[config.mk]
export PLATFORM = sky130hd
export DESIGN_NAME = reg_write_arbiter
export DESIGN_NICKNAME = d
export VERILOG_FILES = /design/src/rtl/reg_write_arbiter.sv
export SDC_FILE = /design/constraint.sdc
export NUM_CORES = 1
export LEC_CHECK = 0
export BUFFER_PORTS_ARGS = -buffer_cell sky130_fd_sc_hd__buf_2
export CAP_MARGIN = 20
export CORE_ASPECT_RATIO = 2
export CORE_UTILIZATION = 57
export CTS_BUF_LIST = sky130_fd_sc_hd__clkbuf_4
export DETAILED_ROUTE_END_ITERATION = 8
export PLACE_DENSITY = 0.87
export SETUP_SLACK_MARGIN = 0.2
export SLEW_MARGIN = 10
export SYNTH_ARGS = -nofsm -noshare
export SYNTH_HDL_FRONTEND = slang
export SYNTH_SLANG_ARGS = --single-unit
[constraint.sdc]
create_clock -name CLK -period 7.4 [get_ports CLK]
set_clock_uncertainty 0.1 [all_clocks]
set_input_delay 1.48 -clock CLK [delete_from_list [all_inputs] [get_ports CLK]]
set_output_delay 1.48 -clock CLK [all_outputs]
set_load 0.05 [all_outputs]
[src/rtl/reg_write_arbiter.sv]
// reg_write_arbiter: shares the register-file write port between the in-order
// WB stage and an out-of-order MUL/DIV unit. MUL/DIV results are buffered in a
// small FIFO and drained into free port cycles. If the FIFO head keeps losing,
// the pipeline is stalled for one cycle. A scoreboard tracks pending MUL/DIV
// destinations for the hazard unit.
module reg_write_arbiter #(
  parameter int unsigned FIFO_DEPTH   = 2,
  parameter int unsigned STARVE_LIMIT = 4
) (
  input  logic        CLK,
  input  logic        RESET,
  input  logic        PIPE_WE,
  input  logic [4:0]  PIPE_ADDR,
  input  logic [31:0] PIPE_DATA,
  output logic        PIPE_STALL,
  input  logic        MD_ISSUE,
  input  logic [4:0]  MD_ISSUE_RD,
  input  logic        MD_VALID,
  input  logic [4:0]  MD_ADDR,
  input  logic [31:0] MD_DATA,
  output logic        MD_READY,
  output logic [31:0] BUSY,
  output logic        WRITE_ENABLE,
  output logic [4:0]  WRITE_ADDRESS,
  output logic [31:0] WRITE_DATA
);

  localparam int unsigned PW = $clog2(FIFO_DEPTH);
  localparam int unsigned CW = PW + 1;
  localparam int unsigned SW = $clog2(STARVE_LIMIT + 1);

  logic [4:0]    r_fifo_addr [FIFO_DEPTH];
  logic [31:0]   r_fifo_data [FIFO_DEPTH];
  logic [PW-1:0] r_wptr;
  logic [PW-1:0] r_rptr;
  logic [CW-1:0] r_count;
  logic [SW-1:0] r_starve;
  logic          r_stall;
  logic [31:0]   r_busy;

  logic          w_empty;
  logic          w_full;
  logic          w_push;
  logic          w_pop;
  logic          w_pipe_req;
  logic          w_fifo_win;
  logic          w_pipe_win;
  logic [4:0]    w_head_addr;
  logic [31:0]   w_head_data;
  logic [31:0]   w_set;
  logic [31:0]   w_clr;

  assign w_empty     = (r_count == '0);
  assign w_full      = (r_count == CW'(FIFO_DEPTH));
  assign w_head_addr = r_fifo_addr[r_rptr];
  assign w_head_data = r_fifo_data[r_rptr];

  // Pipeline requests are masked during reset so the port is idle immediately.
  assign w_pipe_req  = PIPE_WE && (PIPE_ADDR != 5'd0) && !RESET;
  // During a stall cycle the FIFO head owns the port regardless of PIPE_WE.
  assign w_fifo_win  = !w_empty && (r_stall || !w_pipe_req);
  assign w_pipe_win  = w_pipe_req && !w_fifo_win;
  assign w_pop       = w_fifo_win;
  // x0 results complete the handshake but are dropped.
  assign w_push      = MD_VALID && !w_full && (MD_ADDR != 5'd0);

  assign MD_READY    = !w_full;
  assign PIPE_STALL  = r_stall;
  assign BUSY        = r_busy;

  // Write-port mux: route the arbitration winner to the register file.
  always_comb begin
    WRITE_ENABLE  = 1'b0;
    WRITE_ADDRESS = '0;
    WRITE_DATA    = '0;
    if (w_fifo_win) begin
      WRITE_ENABLE  = 1'b1;
      WRITE_ADDRESS = w_head_addr;
      WRITE_DATA    = w_head_data;
    end else if (w_pipe_win) begin
      WRITE_ENABLE  = 1'b1;
      WRITE_ADDRESS = PIPE_ADDR;
      WRITE_DATA    = PIPE_DATA;
    end
  end

  // Scoreboard set/clear vectors for this cycle.
  always_comb begin
    w_set = '0;
    w_clr = '0;
    if (MD_ISSUE && (MD_ISSUE_RD != 5'd0)) w_set[MD_ISSUE_RD] = 1'b1;
    if (w_pop)                              w_clr[w_head_addr] = 1'b1;
  end

  // FIFO storage: contents need no reset, validity comes from r_count.
  always_ff @(posedge CLK) begin
    if (w_push) begin
      r_fifo_addr[r_wptr] <= MD_ADDR;
      r_fifo_data[r_wptr] <= MD_DATA;
    end
  end

  // FIFO pointers and occupancy.
  always_ff @(posedge CLK or posedge RESET) begin
    if (RESET) begin
      r_wptr  <= '0;
      r_rptr  <= '0;
      r_count <= '0;
    end else begin
      if (w_push) r_wptr <= r_wptr + PW'(1);
      if (w_pop)  r_rptr <= r_rptr + PW'(1);
      case ({w_push, w_pop})
        2'b10:   r_count <= r_count + CW'(1);
        2'b01:   r_count <= r_count - CW'(1);
        default: r_count <= r_count;
      endcase
    end
  end

  // Pending-write scoreboard; a same-cycle set overrides a clear.
  always_ff @(posedge CLK or posedge RESET) begin
    if (RESET) begin
      r_busy <= '0;
    end else begin
      r_busy <= ((r_busy & ~w_clr) | w_set) & 32'hFFFF_FFFE;
    end
  end

  // Starvation counter and one-cycle pipeline stall.
  always_ff @(posedge CLK or posedge RESET) begin
    if (RESET) begin
      r_starve <= '0;
      r_stall  <= 1'b0;
    end else begin
      if (w_empty || w_pop) begin
        r_starve <= '0;
      end else if (r_starve != SW'(STARVE_LIMIT)) begin
        r_starve <= r_starve + SW'(1);
      end
      r_stall <= !w_empty && !w_pop && !r_stall &&
                 (r_starve == SW'(STARVE_LIMIT - 1));
    end
  end

endmodule

==> run summary, run 1 <==
Synth Register Bits: 113
CTS tree: built
register area: 3199 um2
YS warnings: 0
setup slack, reg-to-reg: 4.81 ns
maxcap violations: 0
final WL: 12,270 um
ys flop type: edfxtp_1
floorplan row count: 48
Post CTS Setup Buffer Count: 0
Syn Area/Cell: 13.12 um2
vias per cell: 5.944
Resize count post-CTS: 0
hold buffers post-CTS: 0
largest fanout on the critical path: 40
Post-Syn Nets: 482
TNS Setup: 0 ns
TritonCTS Buffers: 17
WL per Instance: 18.56 um
RSZ-0062 raised after global routing: no
Worst R2R Path Depth: 5
cell chosen for the clock root: clkbuf_4
GR peak layer: met2
n_diodes: 0
RD Place Congestion: 0.8293
Max IR drop VDD: 0.3402 mV
CP endpoint kind: output pin
Power Dens Cells: 435.4 nW/um2
Tightest Pin Transition: 1.085 ns
global-route wire length before repair: 18,820 um
Yosys cell types: 49
initial drt markers: 339
Slew Limit Fails: 0
most common cell in the synthesized netlist: edfxtp_1
FFs w/ async S/R, synth: 34.51%
# DRC: 0
Post-synth EDFFs: 74
Non-Filler Instances: 661
Pre-Repair DR Iteration Count: 5
grt total ovfl: 0
initial antenna violation count: 0
Fin. Hold Viols: 0
largest cells by area after synthesis: edfxtp_1 43%, dfrtp_1 19%, mux2i_1 7.0%
Starting Density: 59.53%
Mapped Cells: 395
Area Overhead vs Synth: 22.38%
r2r startpoint: r_rptr
crit share post-route: 71.60%
layout cells sized above 1: 36.72%
crit path time final: 5.299 ns
status: finished clean
met1 Track Usage GR: 26.51%
Post-layout nets: 635
CP endpoint: WRITE_DATA[27]
area of the multi-input gates: 1733 um2
clock buffer depth: 2
Post-Syn Area: 5184 um2
full die area: 9503 um2
setup violators final: 0
Worst Setup SP: RESET
via count: 3,929
Fillers: 570
TritonCTS Sinks: 113
vias in the first global route: 3,987
met3 track demand over resource: 6.996%
pin count of the biggest net entering global routing: 54
clock latency on the worst-skew pair: 0.52 ns
PortBufs: 154
Die Ht: 136.9 um
core footprint: 8708 um2
commonest cells in the netlist: 74 x edfxtp_1, 41 x inv_1, 39 x dfrtp_1
Routed Antenna Nets: 0
Die Width: 69.43 um
post-synthesis sequential area ratio: 61.69%
I/O pins: 156
utilization after layout: 72.84%
M2 GR Usage: 48.11%
Max Fclk: 0.1887 GHz
dpl hpwl: 8696 um
CTS H-Tree Depth: 4
Worst R2R End: BUSY[13]
critical path class: input pin to output pin
gr usage total: 26.11%
Placed Cells: 628
cell taking the most area after synthesis: edfxtp_1
Worst-path clk slew: 0.11 ns
Data arrival, critical path: 3.72 ns
Pleak: 2.711 nW
Slew HR: 27.52%
CP Launch Type: input pin
critical path data required time: 5.82 ns
Yosys top cell area share: 42.87%
Worst Hold Class: flop to flop
## layer usage
layer  part of all wire (%)  vias up
li1                       -     1839
met1                     34     1879
met2                     58      183
met3                    6.2       28
met4                    2.6        0
met5                      0        -
## power by group
group          switching [mW]  leakage, nW  internal (mW)
clock network           0.267        0.171          0.246
logic                    1.00         1.40          0.318
registers              0.0725         1.14          0.858
total                    1.34         2.71           1.42
## how the worst min path moves through the flow
| stage | start | end | slack (ns) | depth (start not counted) |
|---|---|---|---|---|
| floorplan | r_wptr | r_wptr | 0.37 | 1 |
| global placement | BUSY[24] | BUSY[24] | 0.39 | 2 |
| detailed placement | BUSY[5] | BUSY[5] | 0.40 | 2 |
| CTS | BUSY[4] | BUSY[4] | 0.42 | 2 |
| global route | BUSY[4] | BUSY[4] | 0.45 | 2 |
| finish | BUSY[5] | BUSY[5] | 0.42 | 2 |
## flip-flops by register name, summed over array words and instances, names as in the netlist
signal / cells
BUSY: 31
r_fifo_addr: 10
r_count: 2
r_starve: 3
PIPE_STALL: 1
r_wptr: 1
r_fifo_data: 64
r_rptr: 1
## logic make-up after synthesis
family,synth area share [%]
flip-flops,61.69
AO/OA/AOI/OAI,17.69
buffers and inverters,5.503
AND/OR/NAND/NOR,6.300
multiplexers,7.169
XOR/XNOR,0.8448
adder cells (fa/ha/maj),0.7242
other,0.07234
## placed cells by master, fill, tap and decap left out, types with 4 or more instances in the layout
| cell type | instances |
|---|---|
| edfxtp_1 | 74 |
| nand2_1 | 15 |
| mux2i_1 | 36 |
| nand2b_1 | 4 |
| o221ai_1 | 8 |
| and3b_1 | 4 |
| xnor2_1 | 5 |
| a2111oi_1 | 20 |
| clkbuf_4 | 17 |
| dfrtp_1 | 38 |
| buf_2 | 154 |
| o22ai_1 | 23 |
| inv_6 | 8 |
| nor2_1 | 6 |
| o2bb2ai_1 | 37 |
| o21ai_1 | 7 |
| inv_1 | 41 |
## final cells by class
class / instances / area share, %
clock buffers: 17 / 2.012
clock inverters: 15 / 3.097
inverters: 42 / 2.485
multi-input cells: 216 / 27.32
flip-flops and latches: 113 / 50.43
well taps: 100 / 1.972
repair buffers: 158 / 12.68
## through the flow
step                      hold slack (ns)  power [mW]  setup slack [ns]  instance area [um2]
final                              0.4238       2.762             2.101                 6344
after global routing               0.4502       2.879             1.890                 6344
after CTS                          0.4229       2.766             2.066                 6332
after detailed placement           0.4036       2.252             2.086                 6008
after global placement             0.3887       2.211             2.169                 6008
after floorplan                    0.3681       1.946             2.079                 5184
## worst max-delay path, cell delays in order
cell and delay (ns):
buf_2 0.11, inv_1 0.05, buf_4 0.41, o211ai_1 0.28, a21oi_4 0.85, o2bb2ai_1 0.20
buf_2 0.30
(Power assumes the default switching activity.)
==> run 2: changes to the inputs <==
--- a/config.mk
+++ b/config.mk
@@ -8,10 +8,10 @@
 export BUFFER_PORTS_ARGS = -buffer_cell sky130_fd_sc_hd__buf_2
 export CAP_MARGIN = 20
 export CORE_ASPECT_RATIO = 2
-export CORE_UTILIZATION = 57
+export CORE_UTILIZATION = 48
 export CTS_BUF_LIST = sky130_fd_sc_hd__clkbuf_4
 export DETAILED_ROUTE_END_ITERATION = 8
-export PLACE_DENSITY = 0.87
+export PLACE_DENSITY = 0.78
 export SETUP_SLACK_MARGIN = 0.2
 export SLEW_MARGIN = 10
 export SYNTH_ARGS = -nofsm -noshare
==> constraint.sdc (replaced) <==
create_clock -name CLK -period 4.5 [get_ports CLK]
set_clock_uncertainty 0.1 [all_clocks]
set_input_delay 0.9 -clock CLK [delete_from_list [all_inputs] [get_ports CLK]]
set_output_delay 0.9 -clock CLK [all_outputs]
set_load 0.05 [all_outputs]
==> run 2 against run 1 <==
Cell area is 0.99% higher. Sequential share of layout area fell by 0.49 points. Sequential power rose by 69%. Non-clock buffer count is 1 higher. Global-route usage is 3.8 points lower. Combinational power up 61%. Largest power group unchanged. Wire length fell by 3.5%. Setup slack got worse by 1.4 ns. Highest routed layer unchanged. Core utilization fell by 12 points. Largest cell class unchanged.
==> run summary, run 2 (same netlist as run 1, synthesis figures left out) <==
crit share post-route: 84.80%
setup slack, reg-to-reg: 2.05 ns (-2.76 ns)
CTS tree: built
vias per cell: 5.542 (-6.8%)
I/O pins: 156 (unchanged)
TritonCTS Sinks: 113 (unchanged)
hold buffers post-CTS: 0 (unchanged)
clock latency on the worst-skew pair: 0.51 ns (about the same)
CP endpoint kind: output pin
Data arrival, critical path: 2.82 ns (-0.90 ns)
full die area: 11,240 um2 (+18%)
CTS H-Tree Depth: 4 (unchanged)
Max Fclk: 0.2621 GHz
area of the multi-input gates: 1733 um2 (unchanged)
via count: 3,874 (-1.4%)
Place WS: 0.8567 ns (-1.229 ns)
gr usage total: 22.29% (-3.8 points)
critical path class: flop to output pin
TritonCTS Buffers: 17 (unchanged)
maxcap violations: 0 (unchanged)
Fillers: 888 (+56%)
clock buffer depth: 2 (unchanged)
global-route wire length before repair: 18,450 um (-2.0%)
Slew Limit Fails: 0 (unchanged)
RSZ-0062 raised after global routing: no
Worst Setup SP: r_count[0]
commonest non-fill, non-tap cell in the layout: buf_2
WHS: 0.4163 ns (-0.007520 ns)
initial antenna violation count: 1 (+1)
cell chosen for the clock root: clkbuf_4
PortBufs: 154 (unchanged)
WL per Instance: 16.93 um (-8.8%)
utilization after layout: 61.14% (-12 points)
Area Overhead vs Synth: 23.58%
Max IR drop VDD: 0.5066 mV (+49%)
RD Place Congestion: 0.8348 (+0.66%)
Final WS setup: 0.6840 ns (-1.417 ns)
core footprint: 10,480 um2 (+20%)
setup violators final: 0 (unchanged)
Die Ht: 149.0 um (+8.8%)
most frequent cells in the layout: 154 x buf_2, 74 x edfxtp_1, 41 x inv_1
initial drt markers: 190 (-44%)
r2r startpoint: r_rptr
largest register by flop count: r_fifo_data
Worst Hold Class: flop to flop
final WL: 11,830 um (-3.5%)
Power Dens Cells: 707.1 nW/um2 (+62%)
Worst R2R Path Depth: 4 (-1)
Post CTS Setup Buffer Count: 0 (unchanged)
CP endpoint: WRITE_DATA[16]
TNS Setup: 0 ns (unchanged)
# DRC: 0 (unchanged)
Worst-path clk slew: 0.09 ns (-0.02 ns)
Pleak: 2.709 nW (about the same)
crit path time final: 3.816 ns
Pre-Repair DR Iteration Count: 6 (+1)
register area: 3199 um2 (unchanged)
Placed Cells: 666 (+6.1%)
largest fanout on the critical path: 37 (-7.5%)
vias in the first global route: 3,991 (+0.10%)
critical path data required time: 3.50 ns (-2.32 ns)
Resize count post-CTS: 0 (unchanged)
Tightest Pin Transition: 1.082 ns (-0.002203 ns)
layout cells sized above 1: 36.54% (-0.18 points)
dpl hpwl: 8560 um (-1.6%)
Die Width: 75.48 um (+8.7%)
Worst R2R End: BUSY[12]
Post-layout nets: 636 (+0.16%)
Non-Filler Instances: 699 (+5.7%)
Fin. Hold Viols: 0 (unchanged)
CP Launch Type: flop
status: finished clean
grt total ovfl: 0 (unchanged)
Slew HR: 27.67% (+0.15 points)
Routed Antenna Nets: 0 (unchanged)
Starting Density: 49.47% (-10 points)
floorplan row count: 53 (+10%)
pin count of the biggest net entering global routing: 40 (-26%)
max reg flops: 64 (unchanged)
[run 2: layout make-up]
cell class / count / area share, %
Antenna cell: 1 / 0.03906
Clock buffer: 20 / 2.344
Clock inverter: 11 / 2.559
Inverter: 42 / 2.461
Multi-Input combinational cell: 216 / 27.05
Sequential cell: 113 / 49.94
Tap cell: 137 / 2.676
Timing Repair Buffer: 159 / 12.93
[run 2: routing by layer]
| layer | share of wire (%) | global-route usage (%) |
|---|---|---|
| met1 | 37 | 22.05 |
| met2 | 54 | 40.04 |
| met3 | 6.3 | 6.959 |
| met4 | 3.1 | 11.02 |
| met5 | 0 | 0 |
[run 2: where the power goes]
group          leakage (nW)  switching (mW)  internal [mW]  total [mW]
registers              1.14           0.165           1.41        1.57
clock network         0.159           0.375          0.452       0.828
logic                  1.41            1.60          0.532        2.13
total                  2.71            2.14           2.39        4.53
[run 2: worst min path at each step]
stage,from,endpoint,slack [ns],depth (start not counted)
global route,MD_DATA[29],r_fifo_data[1][29],0.42,1
finish,BUSY[22],BUSY[22],0.42,2
detailed placement,BUSY[28],BUSY[28],0.40,2
global placement,BUSY[28],BUSY[28],0.39,2
CTS,BUSY[22],BUSY[22],0.42,2
floorplan,r_wptr,r_wptr,0.37,1
[run 2: per-stage QoR]
| step | area [um2] | power [mW] |
|---|---|---|
| after floorplan | 5184 | 3.200 |
| after global placement | 6062 | 3.656 |
| after detailed placement | 6062 | 3.712 |
| after CTS | 6376 | 4.535 |
| after global routing | 6406 | 4.755 |
| final | 6406 | 4.530 |
[run 2: worst max-delay path, cell delays in order, from the launching register on]
cell and delay, ns:
dfrtp_1 0.45, nor2_2 0.13, buf_4 0.31, inv_2 0.08, a21oi_4 0.82, o2bb2ai_1 0.21, buf_2 0.29
==> run 3: changes to the inputs <==
--- a/config.mk
+++ b/config.mk
@@ -8,10 +8,10 @@
 export BUFFER_PORTS_ARGS = -buffer_cell sky130_fd_sc_hd__buf_2
 export CAP_MARGIN = 20
 export CORE_ASPECT_RATIO = 2
-export CORE_UTILIZATION = 48
+export CORE_UTILIZATION = 53
 export CTS_BUF_LIST = sky130_fd_sc_hd__clkbuf_4
 export DETAILED_ROUTE_END_ITERATION = 8
-export PLACE_DENSITY = 0.78
+export PLACE_DENSITY = 0.82
 export SETUP_SLACK_MARGIN = 0.2
 export SLEW_MARGIN = 10
 export SYNTH_ARGS = -nofsm -noshare
==> constraint.sdc (replaced) <==
create_clock -name CLK -period 3.9 [get_ports CLK]
set_clock_uncertainty 0.1 [all_clocks]
set_input_delay 0.78 -clock CLK [delete_from_list [all_inputs] [get_ports CLK]]
set_output_delay 0.78 -clock CLK [all_outputs]
set_load 0.05 [all_outputs]
==> run 3 against run 2 <==
Non-clock buffer count unchanged. Critical path type is now input pin to output pin. Combinational power increased by 15%. Die area decreased by 9.2%. Total power rose by 14%. Global-route usage increased by 1.0 points. Largest cell class unchanged.
==> run summary, run 3 (same netlist as run 1, synthesis figures left out) <==
status: finished clean
Worst-path clk slew: 0.10 ns (about the same)
core footprint: 9447 um2 (-9.8%)
critical path data required time: 3.02 ns (-0.48 ns)
commonest non-fill, non-tap cell in the layout: buf_2
Worst Hold Class: input pin to asynchronous set/reset pin
Slew Limit Fails: 0 (unchanged)
Data arrival, critical path: 2.58 ns (-0.24 ns)
pin count of the biggest net entering global routing: 42 (+5.0%)
area of the multi-input gates: 1760 um2 (+1.6%)
grt total ovfl: 0 (unchanged)
r2r startpoint: r_rptr
Power Dens Cells: 809.3 nW/um2 (+14%)
clock buffer depth: 2 (unchanged)
cell mode on critical path: buf_2
CP endpoint: WRITE_DATA[19]
setup violators final: 0 (unchanged)
Total Power: 5.178 mW (+14%)
Fillers: 707 (-20%)
crit share post-route: 88.76%
WHS: 0.3514 ns (-0.06492 ns)
WL per Instance: 17.61 um (+4.0%)
Max Fclk: 0.2889 GHz
CTS tree: built
initial drt markers: 220 (+16%)
Routed Antenna Nets: 0 (unchanged)
most frequent cells in the layout: 154 x buf_2, 74 x edfxtp_1, 40 x inv_1
floorplan row count: 50 (-5.7%)
cell breakdown of the critical path: buf_2 > or3_4 > o211ai_1 > a21oi_4 > o2bb2ai_1 > buf_2
Worst R2R Path Depth: 4 (unchanged)
Tightest Pin Transition: 1.085 ns (+0.002598 ns)
critical path's largest stage delay: 0.59 ns (-0.23 ns)
TritonCTS Sinks: 113 (unchanged)
Area Overhead vs Synth: 23.44%
CTS H-Tree Depth: 4 (unchanged)
clock latency on the worst-skew pair: 0.50 ns (about the same)
RSZ-0062 raised after global routing: no
full die area: 10,200 um2 (-9.2%)
dpl hpwl: 8329 um (-2.7%)
Pleak: 2.716 nW (+0.28%)
crit path time final: 3.462 ns
Post CTS Setup Buffer Count: 0 (unchanged)
Worst Setup SP: PIPE_ADDR[0]
Pre-Repair DR Iteration Count: 5 (-1)
via count: 3,945 (+1.8%)
TritonCTS Buffers: 17 (unchanged)
vias per cell: 5.684 (+2.6%)
cell chosen for the clock root: clkbuf_4
gr usage total: 23.31% (+1.0 points)
Resize count post-CTS: 0 (unchanged)
critical path class: input pin to output pin
I/O pins: 156 (unchanged)
Die Width: 71.93 um (-4.7%)
# DRC: 0 (unchanged)
n_diodes: 0 (-1)
Fin. Hold Viols: 0 (unchanged)
layout cells sized above 1: 37.06% (+0.51 points)
global-route wire length before repair: 17,930 um (-2.8%)
Max IR drop VDD: 0.5122 mV (+1.1%)
Slew HR: 27.50% (-0.17 points)
initial antenna violation count: 0 (-1)
Die Ht: 141.9 um (-4.8%)
hold buffers post-CTS: 0 (unchanged)
TNS Setup: 0 ns (unchanged)
maxcap violations: 0 (unchanged)
largest fanout on the critical path: 19 (-49%)
RD Place Congestion: 0.9414 (+13%)
register area: 3199 um2 (unchanged)
CP max-delay cell: o211ai_1
Post-layout nets: 638 (+0.31%)
setup slack, reg-to-reg: 1.30 ns (-0.75 ns)
Starting Density: 54.87% (+5.4 points)
CP Launch Type: input pin
Worst R2R End: BUSY[15]
final WL: 12,220 um (+3.3%)
vias in the first global route: 3,876 (-2.9%)
largest register by flop count: r_fifo_data
CP endpoint kind: output pin
max reg flops: 64 (unchanged)
PortBufs: 154 (unchanged)
-- run 3: final cells by class --
class | instances | share of cell area, %
Sequential cell | 113 | 50.00
Inverter | 42 | 2.522
Multi-Input combinational cell | 218 | 27.51
Clock inverter | 13 | 2.249
Tap cell | 130 | 2.542
Timing Repair Buffer | 159 | 12.94
Clock buffer | 19 | 2.229
-- run 3: power by group --
part / switching (mW) / internal, mW / leakage [nW]
Combinational: 1.83 / 0.626 / 1.41
Clock: 0.425 / 0.451 / 0.165
Sequential: 0.221 / 1.63 / 1.14
Total: 2.48 / 2.70 / 2.72
-- run 3: stage by stage --
stage / utilization [%] / setup slack, ns / instance area [um2] / instances
finish: 67.74 / 0.4383 / 6399 / 694
global route: 67.74 / 0.2662 / 6399 / 694
CTS: 67.15 / 0.2377 / 6344 / 691
detailed placement: 64.12 / 0.5368 / 6057 / 659
global placement: 64.12 / 0.5964 / 6057 / 659
floorplan: - / 0.3969 / 5187 / 395
-- run 3: critical path: cells and delay by family --
family / cells / cell delay [ns]
AO/OA/AOI/OAI: 3 / 1.04
buffers and inverters: 2 / 0.34
AND/OR/NAND/NOR: 1 / 0.41
-- run 3: routing by layer --
metal | up-vias | GRT usage [%] | share of wire (%)
met4 | 0 | 12.07 | 3.0
li1 | 1848 | - | -
met1 | 1859 | 22.71 | 35
met3 | 30 | 6.605 | 6.8
met2 | 208 | 43.20 | 55
met5 | - | 0 | 0
-- run 3: worst min-delay path by stage --
stage               depth (start not counted)        start                  to  slack (ns)
global route                                1  MD_DATA[10]  r_fifo_data[0][10]        0.31
floorplan                                   1       r_wptr              r_wptr        0.37
CTS                                         1  MD_DATA[27]  r_fifo_data[0][27]        0.31
finish                                      3        RESET          r_count[0]        0.35
detailed placement                          2     BUSY[24]            BUSY[24]        0.40
global placement                            2     BUSY[31]            BUSY[31]        0.39
